**src/rtl/rtc_bus_cycle_ctrl_if.sv**
```systemverilog
// Request/strobe bundle between the RTC bus-cycle sequencer and its neighbours.
interface rtc_bus_cycle_ctrl_if;
  logic       in_start;
  logic       in_rw;
  logic [7:0] in_addr;
  logic [7:0] in_wdata;
  logic [7:0] in_rdata;
  logic [7:0] out_addr;
  logic [7:0] out_wdata;
  logic [7:0] out_rdata;
  logic       out_flag_dato;
  logic       out_direccion_dato;
  logic       out_controlador_dato;
  logic       out_wr;
  logic       cs_n;
  logic       ad_n;
  logic       wr_n;
  logic       rd_n;
  logic       out_busy;
  logic       out_done;

  modport master (
    output in_start, in_rw, in_addr, in_wdata, in_rdata,
    input  out_addr, out_wdata, out_rdata, out_flag_dato, out_direccion_dato,
    input  out_controlador_dato, out_wr, cs_n, ad_n, wr_n, rd_n, out_busy, out_done
  );

  modport slave (
    input  in_start, in_rw, in_addr, in_wdata, in_rdata,
    output out_addr, out_wdata, out_rdata, out_flag_dato, out_direccion_dato,
    output out_controlador_dato, out_wr, cs_n, ad_n, wr_n, rd_n, out_busy, out_done
  );
endinterface

```
**src/rtl/rtc_bus_cycle_ctrl.sv**
```systemverilog
// Address/data bus-cycle sequencer for the multiplexed RTC port.
// Define RTC_BUS_QUEUE_EN to add a one-entry pending request register.
module rtc_bus_cycle_ctrl #(
  parameter int unsigned T_SU  = 2,
  parameter int unsigned T_PW  = 4,
  parameter int unsigned T_H   = 2,
  parameter int unsigned T_GAP = 3
) (
  input logic                 clk,
  input logic                 reset,
  rtc_bus_cycle_ctrl_if.slave bus
);

  typedef enum logic [3:0] {
    IDLE, A_SU, A_PW, A_H, GAP, D_SU, D_PW, D_H, DONE
  } state_e;

  state_e     state_q, state_d;
  logic [3:0] cnt_q, cnt_d;
  logic       start_q, start_d;
  logic       rw_q, rw_d;
  logic [7:0] addr_q, addr_d;
  logic [7:0] wdata_q, wdata_d;
  logic [7:0] rdata_q, rdata_d;
  logic       cs_n_q, cs_n_d, ad_n_q, ad_n_d, wr_n_q, wr_n_d, rd_n_q, rd_n_d;
  logic       flag_q, flag_d, dir_q, dir_d, ctrl_q, ctrl_d, owr_q, owr_d;
  logic       busy_q, busy_d, done_q, done_d;
  logic       accept;

`ifdef RTC_BUS_QUEUE_EN
  logic       pend_q, pend_d;
  logic       pend_rw_q, pend_rw_d;
  logic [7:0] pend_addr_q, pend_addr_d;
  logic [7:0] pend_wdata_q, pend_wdata_d;
`endif

  function automatic logic [3:0] load_val(input state_e s);
    case (s)
      A_SU, D_SU: return 4'(T_SU - 1);
      A_PW, D_PW: return 4'(T_PW - 1);
      A_H,  D_H:  return 4'(T_H - 1);
      GAP:        return 4'(T_GAP - 1);
      default:    return '0;
    endcase
  endfunction

  // Requests are latched in IDLE and launched one cycle later, so A_SU
  // starts on the edge after the sampling edge.
  always_comb begin
    state_d = state_q;
    cnt_d   = cnt_q;
    start_d = 1'b0;
    rw_d    = rw_q;
    addr_d  = addr_q;
    wdata_d = wdata_q;
    rdata_d = rdata_q;
    accept  = (state_q == IDLE) && !start_q && bus.in_start;

    if (accept) begin
      start_d = 1'b1;
      rw_d    = bus.in_rw;
      addr_d  = bus.in_addr;
      wdata_d = bus.in_wdata;
    end

`ifdef RTC_BUS_QUEUE_EN
    pend_d       = pend_q;
    pend_rw_d    = pend_rw_q;
    pend_addr_d  = pend_addr_q;
    pend_wdata_d = pend_wdata_q;
    if (busy_q && (state_q != DONE) && !pend_q && bus.in_start) begin
      pend_d       = 1'b1;
      pend_rw_d    = bus.in_rw;
      pend_addr_d  = bus.in_addr;
      pend_wdata_d = bus.in_wdata;
    end
`endif

    unique case (state_q)
      IDLE: if (start_q) state_d = A_SU;
      A_SU: if (cnt_q == '0) state_d = A_PW;
      A_PW: if (cnt_q == '0) state_d = A_H;
      A_H:  if (cnt_q == '0) state_d = GAP;
      GAP:  if (cnt_q == '0) state_d = D_SU;
      D_SU: if (cnt_q == '0) state_d = D_PW;
      D_PW: if (cnt_q == '0) begin
        state_d = D_H;
        if (!rw_q) rdata_d = bus.in_rdata;
      end
      D_H:  if (cnt_q == '0) state_d = DONE;
      DONE: begin
        state_d = IDLE;
`ifdef RTC_BUS_QUEUE_EN
        if (pend_q) begin
          state_d = A_SU;
          rw_d    = pend_rw_q;
          addr_d  = pend_addr_q;
          wdata_d = pend_wdata_q;
          pend_d  = 1'b0;
        end
`endif
      end
      default: state_d = IDLE;
    endcase

    if (state_d != state_q) cnt_d = load_val(state_d);
    else if (cnt_q != '0)   cnt_d = cnt_q - 1'b1;
  end

  // Pin/flag values are decoded from the next state so they register in lock-step with it.
  always_comb begin
    cs_n_d = 1'b1;
    ad_n_d = 1'b1;
    wr_n_d = 1'b1;
    rd_n_d = 1'b1;
    flag_d = 1'b0;
    dir_d  = 1'b0;
    ctrl_d = 1'b0;
    owr_d  = 1'b0;
    unique case (state_d)
      A_SU, A_PW, A_H: begin
        cs_n_d = 1'b0;
        ad_n_d = 1'b0;
        flag_d = 1'b1;
        ctrl_d = 1'b1;
        wr_n_d = (state_d != A_PW);
      end
      GAP: ctrl_d = 1'b1;
      D_SU, D_PW, D_H: begin
        cs_n_d = 1'b0;
        flag_d = 1'b1;
        dir_d  = 1'b1;
        ctrl_d = rw_d;
        owr_d  = !rw_d;
        if (state_d == D_PW) begin
          wr_n_d = !rw_d;
          rd_n_d = rw_d;
        end
      end
      default: ;
    endcase
    busy_d = (state_d != IDLE) || start_d;
    done_d = (state_d == DONE);
  end

  always_ff @(posedge clk) begin
    if (reset) begin
      state_q <= IDLE;
      cnt_q   <= '0;
      start_q <= 1'b0;
      rw_q    <= 1'b0;
      addr_q  <= '0;
      wdata_q <= '0;
      rdata_q <= '0;
      cs_n_q  <= 1'b1;
      ad_n_q  <= 1'b1;
      wr_n_q  <= 1'b1;
      rd_n_q  <= 1'b1;
      flag_q  <= 1'b0;
      dir_q   <= 1'b0;
      ctrl_q  <= 1'b0;
      owr_q   <= 1'b0;
      busy_q  <= 1'b0;
      done_q  <= 1'b0;
    end else begin
      state_q <= state_d;
      cnt_q   <= cnt_d;
      start_q <= start_d;
      rw_q    <= rw_d;
      addr_q  <= addr_d;
      wdata_q <= wdata_d;
      rdata_q <= rdata_d;
      cs_n_q  <= cs_n_d;
      ad_n_q  <= ad_n_d;
      wr_n_q  <= wr_n_d;
      rd_n_q  <= rd_n_d;
      flag_q  <= flag_d;
      dir_q   <= dir_d;
      ctrl_q  <= ctrl_d;
      owr_q   <= owr_d;
      busy_q  <= busy_d;
      done_q  <= done_d;
    end
  end

`ifdef RTC_BUS_QUEUE_EN
  always_ff @(posedge clk) begin
    if (reset) begin
      pend_q       <= 1'b0;
      pend_rw_q    <= 1'b0;
      pend_addr_q  <= '0;
      pend_wdata_q <= '0;
    end else begin
      pend_q       <= pend_d;
      pend_rw_q    <= pend_rw_d;
      pend_addr_q  <= pend_addr_d;
      pend_wdata_q <= pend_wdata_d;
    end
  end
`endif

  assign bus.out_addr             = addr_q;
  assign bus.out_wdata            = wdata_q;
  assign bus.out_rdata            = rdata_q;
  assign bus.out_flag_dato        = flag_q;
  assign bus.out_direccion_dato   = dir_q;
  assign bus.out_controlador_dato = ctrl_q;
  assign bus.out_wr               = owr_q;
  assign bus.cs_n                 = cs_n_q;
  assign bus.ad_n                 = ad_n_q;
  assign bus.wr_n                 = wr_n_q;
  assign bus.rd_n                 = rd_n_q;
  assign bus.out_busy             = busy_q;
  assign bus.out_done             = done_q;

endmodule

```
**src/flat_wrapper.sv**
```systemverilog
// flat-port wrapper written by rule: the top's interface ports become plain ports
module rtc_bus_cycle_ctrl_flat 
#(
  parameter int unsigned T_SU  = 2,
  parameter int unsigned T_PW  = 4,
  parameter int unsigned T_H   = 2,
  parameter int unsigned T_GAP = 3
)
  (clk, reset, bus_in_start, bus_in_rw, bus_in_addr, bus_in_wdata, bus_in_rdata, bus_out_addr, bus_out_wdata, bus_out_rdata, bus_out_flag_dato, bus_out_direccion_dato, bus_out_controlador_dato, bus_out_wr, bus_cs_n, bus_ad_n, bus_wr_n, bus_rd_n, bus_out_busy, bus_out_done);
  rtc_bus_cycle_ctrl_if bus_i ();
  input logic clk;
  input logic reset;
  input wire logic [$bits(bus_i.in_start)-1:0] bus_in_start;
  input wire logic [$bits(bus_i.in_rw)-1:0] bus_in_rw;
  input wire logic [$bits(bus_i.in_addr)-1:0] bus_in_addr;
  input wire logic [$bits(bus_i.in_wdata)-1:0] bus_in_wdata;
  input wire logic [$bits(bus_i.in_rdata)-1:0] bus_in_rdata;
  output wire logic [$bits(bus_i.out_addr)-1:0] bus_out_addr;
  output wire logic [$bits(bus_i.out_wdata)-1:0] bus_out_wdata;
  output wire logic [$bits(bus_i.out_rdata)-1:0] bus_out_rdata;
  output wire logic [$bits(bus_i.out_flag_dato)-1:0] bus_out_flag_dato;
  output wire logic [$bits(bus_i.out_direccion_dato)-1:0] bus_out_direccion_dato;
  output wire logic [$bits(bus_i.out_controlador_dato)-1:0] bus_out_controlador_dato;
  output wire logic [$bits(bus_i.out_wr)-1:0] bus_out_wr;
  output wire logic [$bits(bus_i.cs_n)-1:0] bus_cs_n;
  output wire logic [$bits(bus_i.ad_n)-1:0] bus_ad_n;
  output wire logic [$bits(bus_i.wr_n)-1:0] bus_wr_n;
  output wire logic [$bits(bus_i.rd_n)-1:0] bus_rd_n;
  output wire logic [$bits(bus_i.out_busy)-1:0] bus_out_busy;
  output wire logic [$bits(bus_i.out_done)-1:0] bus_out_done;
  assign bus_i.in_start = bus_in_start;
  assign bus_i.in_rw = bus_in_rw;
  assign bus_i.in_addr = bus_in_addr;
  assign bus_i.in_wdata = bus_in_wdata;
  assign bus_i.in_rdata = bus_in_rdata;
  assign bus_out_addr = bus_i.out_addr;
  assign bus_out_wdata = bus_i.out_wdata;
  assign bus_out_rdata = bus_i.out_rdata;
  assign bus_out_flag_dato = bus_i.out_flag_dato;
  assign bus_out_direccion_dato = bus_i.out_direccion_dato;
  assign bus_out_controlador_dato = bus_i.out_controlador_dato;
  assign bus_out_wr = bus_i.out_wr;
  assign bus_cs_n = bus_i.cs_n;
  assign bus_ad_n = bus_i.ad_n;
  assign bus_wr_n = bus_i.wr_n;
  assign bus_rd_n = bus_i.rd_n;
  assign bus_out_busy = bus_i.out_busy;
  assign bus_out_done = bus_i.out_done;
  rtc_bus_cycle_ctrl #(.T_SU(T_SU), .T_PW(T_PW), .T_H(T_H), .T_GAP(T_GAP)) u_core (.clk(clk), .reset(reset), .bus(bus_i));
endmodule
```
**config.mk**
```make
export PLATFORM = sky130hd
export DESIGN_NAME = rtc_bus_cycle_ctrl_flat
export DESIGN_NICKNAME = d
export VERILOG_FILES = /design/src/rtl/rtc_bus_cycle_ctrl_if.sv /design/src/rtl/rtc_bus_cycle_ctrl.sv /design/src/flat_wrapper.sv
export SDC_FILE = /design/constraint.sdc
export NUM_CORES = 1
export LEC_CHECK = 0
export CAP_MARGIN = 20
export CORE_ASPECT_RATIO = 1.4
export CORE_MARGIN = 2
export CORE_UTILIZATION = 47
export CTS_CLUSTER_SIZE = 25
export DETAILED_ROUTE_END_ITERATION = 16
export PLACE_DENSITY_LB_ADDON = 0.05
export SLEW_MARGIN = 20
export SYNTH_ARGS = -nofsm -noshare
export SYNTH_HDL_FRONTEND = slang
export SYNTH_SLANG_ARGS = --single-unit
```
**constraint.sdc**
```tcl
create_clock -name clk -period 3.35 [get_ports clk]
set_input_delay 0.335 -clock clk [delete_from_list [all_inputs] [get_ports clk]]
set_output_delay 0.335 -clock clk [all_outputs]
set_load 0.1 [all_outputs]
```
# Word-level counts from Yosys, hierarchy flattened
# Cells that the tools add are included.
# totals
latchBits	0
word_cells	78
in_bits	28
reg_bits	44
ram_bits	0
out_inout_bits	34
mem_bits_ro	0
memories	0
# classes
n_shift	0
reduce_logical	19
n_addsub	1
n_bitwise	3
n_mux	21
eq_ne	17
mul	0
div	0
order_cmp	0
# op_table
op	count
$mux W4	10
$eq A4 B3 Y1 const B	8
$pmux W4 S8	1
$eq A4 B2 Y1 const B	4
$reduce_or A3 Y1	3
$eq A4 B1 Y1 const B	2
$logic_not A4 Y1	2
$reduce_bool A4 Y1	2
$reduce_or A4 Y1	2
$mux W1	7
$pmux W2 S3	1
$reduce_or A6 Y1	1
$eq A4 B4 Y1 const B	1
$ne A4 B2 Y1 const B	1
$ne A4 B4 Y1	1
$pmux W1 S2	2
$reduce_or A2 Y1	2
$sub A4 B1 Y4 const B	1
$not A1 Y1	3
$reduce_and A3 Y1	1
$logic_and A1 B1 Y1	2
$logic_not A1 Y1	2
$reduce_bool A2 Y1	1
$logic_or A1 B1 Y1	1

# Logic depth before layout (Yosys ltp)
# logic_depth
word_depth	7
depth_mapped	6
depth_no_buf	6

# Worst setup path before layout
# No wires, ideal clock.
# synth_path
kind	flip-flop to flip-flop
startpoint	register u_core.cnt_q[0]
endpoint	register u_core.owr_q, in the netlist u_core.bus.out_wr
required_ps	3235
path_stages_with_launch	7
t_arrival_ps	1572
setup_ps	115
period_less_slack_ps	1688
path_slack_ps	1662
n_path_buf	0
path_cell_list	dfxtp_1 > inv_1 > ha_1 > nor3b_2 > a2111oi_0 > nor3b_2 > and3_1
# synth_between
elab_chain_len	7
elab_cells_between_ends	15
classes_between	3 x eq/ne; 8 x mux; 1 x bitwise; 3 x reduce/logical
# synth_lines
item	line	source
start, declared	rtc_bus_cycle_ctrl.sv:19	logic [3:0] cnt_q, cnt_d;
start signal, assigned	rtc_bus_cycle_ctrl.sv:167	cnt_q <= cnt_d;
$logic_not A4 Y1 *	--	
$mux W4, or another cell as far along	rtc_bus_cycle_ctrl.sv:90	D_H: if (cnt_q == '0) state_d = DONE;
$pmux W4 S8 *	rtc_bus_cycle_ctrl.sv:79	unique case (state_q)
$eq A4 B3 Y1	rtc_bus_cycle_ctrl.sv:120	unique case (state_d)
$reduce_or A3 Y1 *	rtc_bus_cycle_ctrl.sv:120	
$not A1 Y1 (no source line) *	--	
$reduce_or A2 Y1 (no source line) *	--	
end signal, assigned	rtc_bus_cycle_ctrl.sv:180	owr_q <= owr_d;
end, declared	rtc_bus_cycle_ctrl.sv:26	logic flag_q, flag_d, dir_q, dir_d, ctrl_q, ctrl_d, owr_q, owr_d;
# Every way passes the cells marked *; elsewhere a longest branch is shown, timed or not.
# A chain may end at the register's enable or synchronous reset.

# Worst setup path after layout
# layout_path
startpoint	register u_core.wdata_q[4], in the netlist u_core.bus.out_wdata[4]
endpoint	output bus_out_wdata[4]
# layout_rtl
item	line	source
start, declared	rtc_bus_cycle_ctrl.sv:23	logic [7:0] wdata_q, wdata_d;
start signal, assigned	rtc_bus_cycle_ctrl.sv:171	wdata_q <= wdata_d;
end, declared	flat_wrapper.sv:19	output wire logic [$bits(bus_i.out_wdata)-1:0] bus_out_wdata;
# No word-level cell between the ends.

==> results.md <==
* Highest-delay cell along the critical path: sky130_fd_sc_hd__clkdlybuf4s50_1
* Depth of the worst hold-timing path at 2
* Total setup violations reported at the end of the flow at 0
* Gate Count Post-Synth at 195
* Unrepaired setup endpoints after global routing: false
* Peak Freq at 470 MHz
* Non-filler cells, final at 296
* Share of the yosys chip area belonging to registers at 0.512
* Antenna diode instance count at 0
* Required time at the endpoint of the critical path at approximately 3000 ps
* Number of routed nets with antenna violations at 0
* Max Slew Vio Count at 0
* Post-cts repair resize count at 0
* Worst Path Arrival at approximately 1800 ps
* Area of the core region at 3580 sq um
* Total Die Area at 4170 sq um
* Chip width at 55.2 um
* WP depth at 1
* Static Leakage at 1.01 nW
* H-tree lvl count at 2
* Port bufs at 61
* Proportion of synthesized flip-flops having asynchronous set or reset at 0
* Total of hold buffers inserted after clock tree synthesis at 0
* Outcome: finished clean
* Top-level port count at 62
* Yosys cell types at 37
* Post-CTS clock slew at the launch and capture registers of the worst setup and hold paths at 80 ps
* Highest fanout seen on the critical path at 2
* Number of antenna violations at the first check in global routing at 0
* Remaining design rule violation count at 0
* Vias in the first global route at between 1000 and 1500
* Top Family by Delay on Critical Path: buffers and inverters
* Hold Vio Cnt, Final at 0
* Startpoint types: flop
* Number of register bits inferred by synthesis at 44
* Clk_lat worst skew at approximately 300 ps
* # rows at 26
* Last weighted congestion value of the routability-driven placer at 0.720
* Clock Skew at 6.20 ps
* Clock tree from TritonCTS: built
* Period Utilization, post-route at 0.635
* Commonest cells after routing, fill and taps aside: sky130_fd_sc_hd__clkdlybuf4s50_1 (61), sky130_fd_sc_hd__dfxtp_1 (44), sky130_fd_sc_hd__nand2_1 (40)
* Worst path bufs/invs at 1
* Fraction of layout instances using a drive strength above 1 at 0.0748
* Headroom to the max-slew limit at 0.334
* Global-route wire length before repair at 5.90 mm
* Number of violations of the max-capacitance limit at 0
* Synth Net Count at 224
* Crit Path Category: reg2out
* Maximum vdd drop at 590 uV
* Largest net degree at the start of global routing at 28
* Count of flip-flops with a built-in enable after synthesis at 0
* Final Routed Wirelength at 3.73 mm
* Cells traversed along the worst timing path: clkdlybuf4s50_1
* Post-CTS repair timing setup buffer count at 0
* Grt total ovfl at 0
* Drt initial violations at 27
* Starting Density at 0.481
* Number of clock sinks at 44
* Final total negative setup slack at 0 ps
* Most common flop cell mapped by yosys: sky130_fd_sc_hd__dfxtp_1
* Routed len/inst at 12.6 um
* Vias after detailed routing at 1509
* Post-synthesis instance area at 1720 sq um
* Placed cell count at 288
* Maximum clock insertion buffer count at 2
* Worst Hold Class: reg2reg
* Gr usage total at 0.197
* Highest cell delay on the worst timing path at 1150 ps
* Vertical die dimension at 75.6 um
* Shortest clock period the worst path allows after layout at between 2000 and 2500 ps
* Total power density per cell area at 838 nW/um^2
* Number of warnings issued by yosys at 0
* Synth Area per Inst at 8.83 sq um
* Net count, final at 282
* Number of buffers added by the clock tree synthesis step at 5
* Worst Max-Slew Pin Slew at 996 ps
* Most common cell after layout, fill and taps aside: sky130_fd_sc_hd__clkdlybuf4s50_1
* Layout area overhead at 45.3%
* Cell depth of the worst flop-to-flop path at 4
* CP Capture Type: output port
* Final HPWL DP at 2.66 mm
* Root cell of the clock tree: sky130_fd_sc_hd__clkbuf_8
* Post-DR vias/cell at 5.10
* Detailed-router iteration count before antenna repair at 4
[state kept, by name, summed over array words and instances (netlist names)]
signal and flops:
u_core.bus.out_addr 8, u_core.bus.out_controlador_dato 1, u_core.bus.out_wr 1, u_core.bus.out_busy 1, u_core.bus.out_done 1, u_core.bus.out_rdata 8
u_core.state_q 4, u_core.rw_q 1, u_core.bus.out_flag_dato 1, u_core.bus.rd_n 1, u_core.bus.wr_n 1, u_core.bus.out_direccion_dato 1
u_core.bus.cs_n 1, u_core.start_q 1, u_core.bus.out_wdata 8, u_core.cnt_q 4, u_core.bus.ad_n 1
[routing by layer]
layer  track usage  wire, um  part of all wire  up-vias
met4        0.0894        70             0.019        0
met1         0.231      1540              0.41      687
met3        0.0608       204             0.055        7
met5             0         0                 0        -
met2         0.324      1920              0.51       39
li1              -         -                 -      776
[final cells by class]
| class | instances | area (sq um) |
|---|---|---|
| Timing Repair Buffer | 62 | 618 |
| Fill cell | 293 | 1080 |
| Clock inverter | 3 | 90.1 |
| Clock buffer | 5 | 68.8 |
| Inverter | 5 | 18.8 |
| Multi-Input combinational cell | 135 | 772 |
| Sequential cell | 44 | 881 |
| Tap cell | 42 | 52.6 |
[power by group]
part	switching (mW)	leakage [nW]	internal [mW]
clock network	0.184	0.0784	0.373
registers	0.0704	0.360	0.605
logic	0.605	0.574	0.259
[stage by stage]
| step | hold slack (ps) | util | total power [mW] | setup slack, ps | cell area [sq um] |
|---|---|---|---|---|---|
| 2_1_floorplan | 456 | - | 1.36 | 1660 | 1720 |
| 3_3_place_gp | 442 | 0.655 | 1.55 | 1320 | 2340 |
| 3_5_place_dp | 449 | 0.655 | 1.55 | 1270 | 2340 |
| 4_1_cts | 458 | 0.699 | 2.11 | 1210 | 2500 |
| 5_1_grt | 475 | 0.699 | 2.19 | 1070 | 2500 |
| 6_report | 453 | 0.699 | 2.10 | 1220 | 2500 |
[worst min-delay path, stage by stage, from the launching register on]
cell and delay [ps]:
sky130_fd_sc_hd__dfxtp_1 310, sky130_fd_sc_hd__nand2_1 50, sky130_fd_sc_hd__a21oi_1 50
[final timing paths]
kind	from	endpoint	slack [ps]
setup / recovery	u_core.bus.out_wdata[4]	bus_out_wdata[4]	1220
setup reg to reg	u_core.state_q[2]	u_core.bus.rd_n	1270
hold reg to reg	u_core.bus.out_addr[3]	u_core.bus.out_addr[3]	450
hold / removal	u_core.bus.out_addr[3]	u_core.bus.out_addr[3]	450
[logic make-up after synthesis]
logic type	after synthesis	synth area share
simple gates	86	0.248
flops	44	0.512
compound gates	36	0.124
buf+inv	16	0.0400
mux	10	0.0596
xor+xnor	2	0.0102
fa+ha+maj	1	0.00727
[Yosys cell counts (2+ instances only)]
cell / n / share of area
sky130_fd_sc_hd__dfxtp_1: 44 / 0.51
sky130_fd_sc_hd__nand2_1: 40 / 0.087
sky130_fd_sc_hd__a21oi_1: 23 / 0.067
sky130_fd_sc_hd__nor2_1: 22 / 0.048
sky130_fd_sc_hd__clkbuf_1: 9 / 0.020
sky130_fd_sc_hd__mux2i_1: 8 / 0.047
sky130_fd_sc_hd__inv_1: 5 / 0.011
sky130_fd_sc_hd__o21ai_0: 5 / 0.015
sky130_fd_sc_hd__nor3_1: 4 / 0.012
sky130_fd_sc_hd__nor2b_1: 3 / 0.011
sky130_fd_sc_hd__mux2_2: 2 / 0.013
sky130_fd_sc_hd__nand3_1: 2 / 0.0058
sky130_fd_sc_hd__nor3b_2: 2 / 0.015
sky130_fd_sc_hd__or3_1: 2 / 0.0073
sky130_fd_sc_hd__xor2_1: 2 / 0.010
Note: power is estimated with default switching activity, not from simulation.
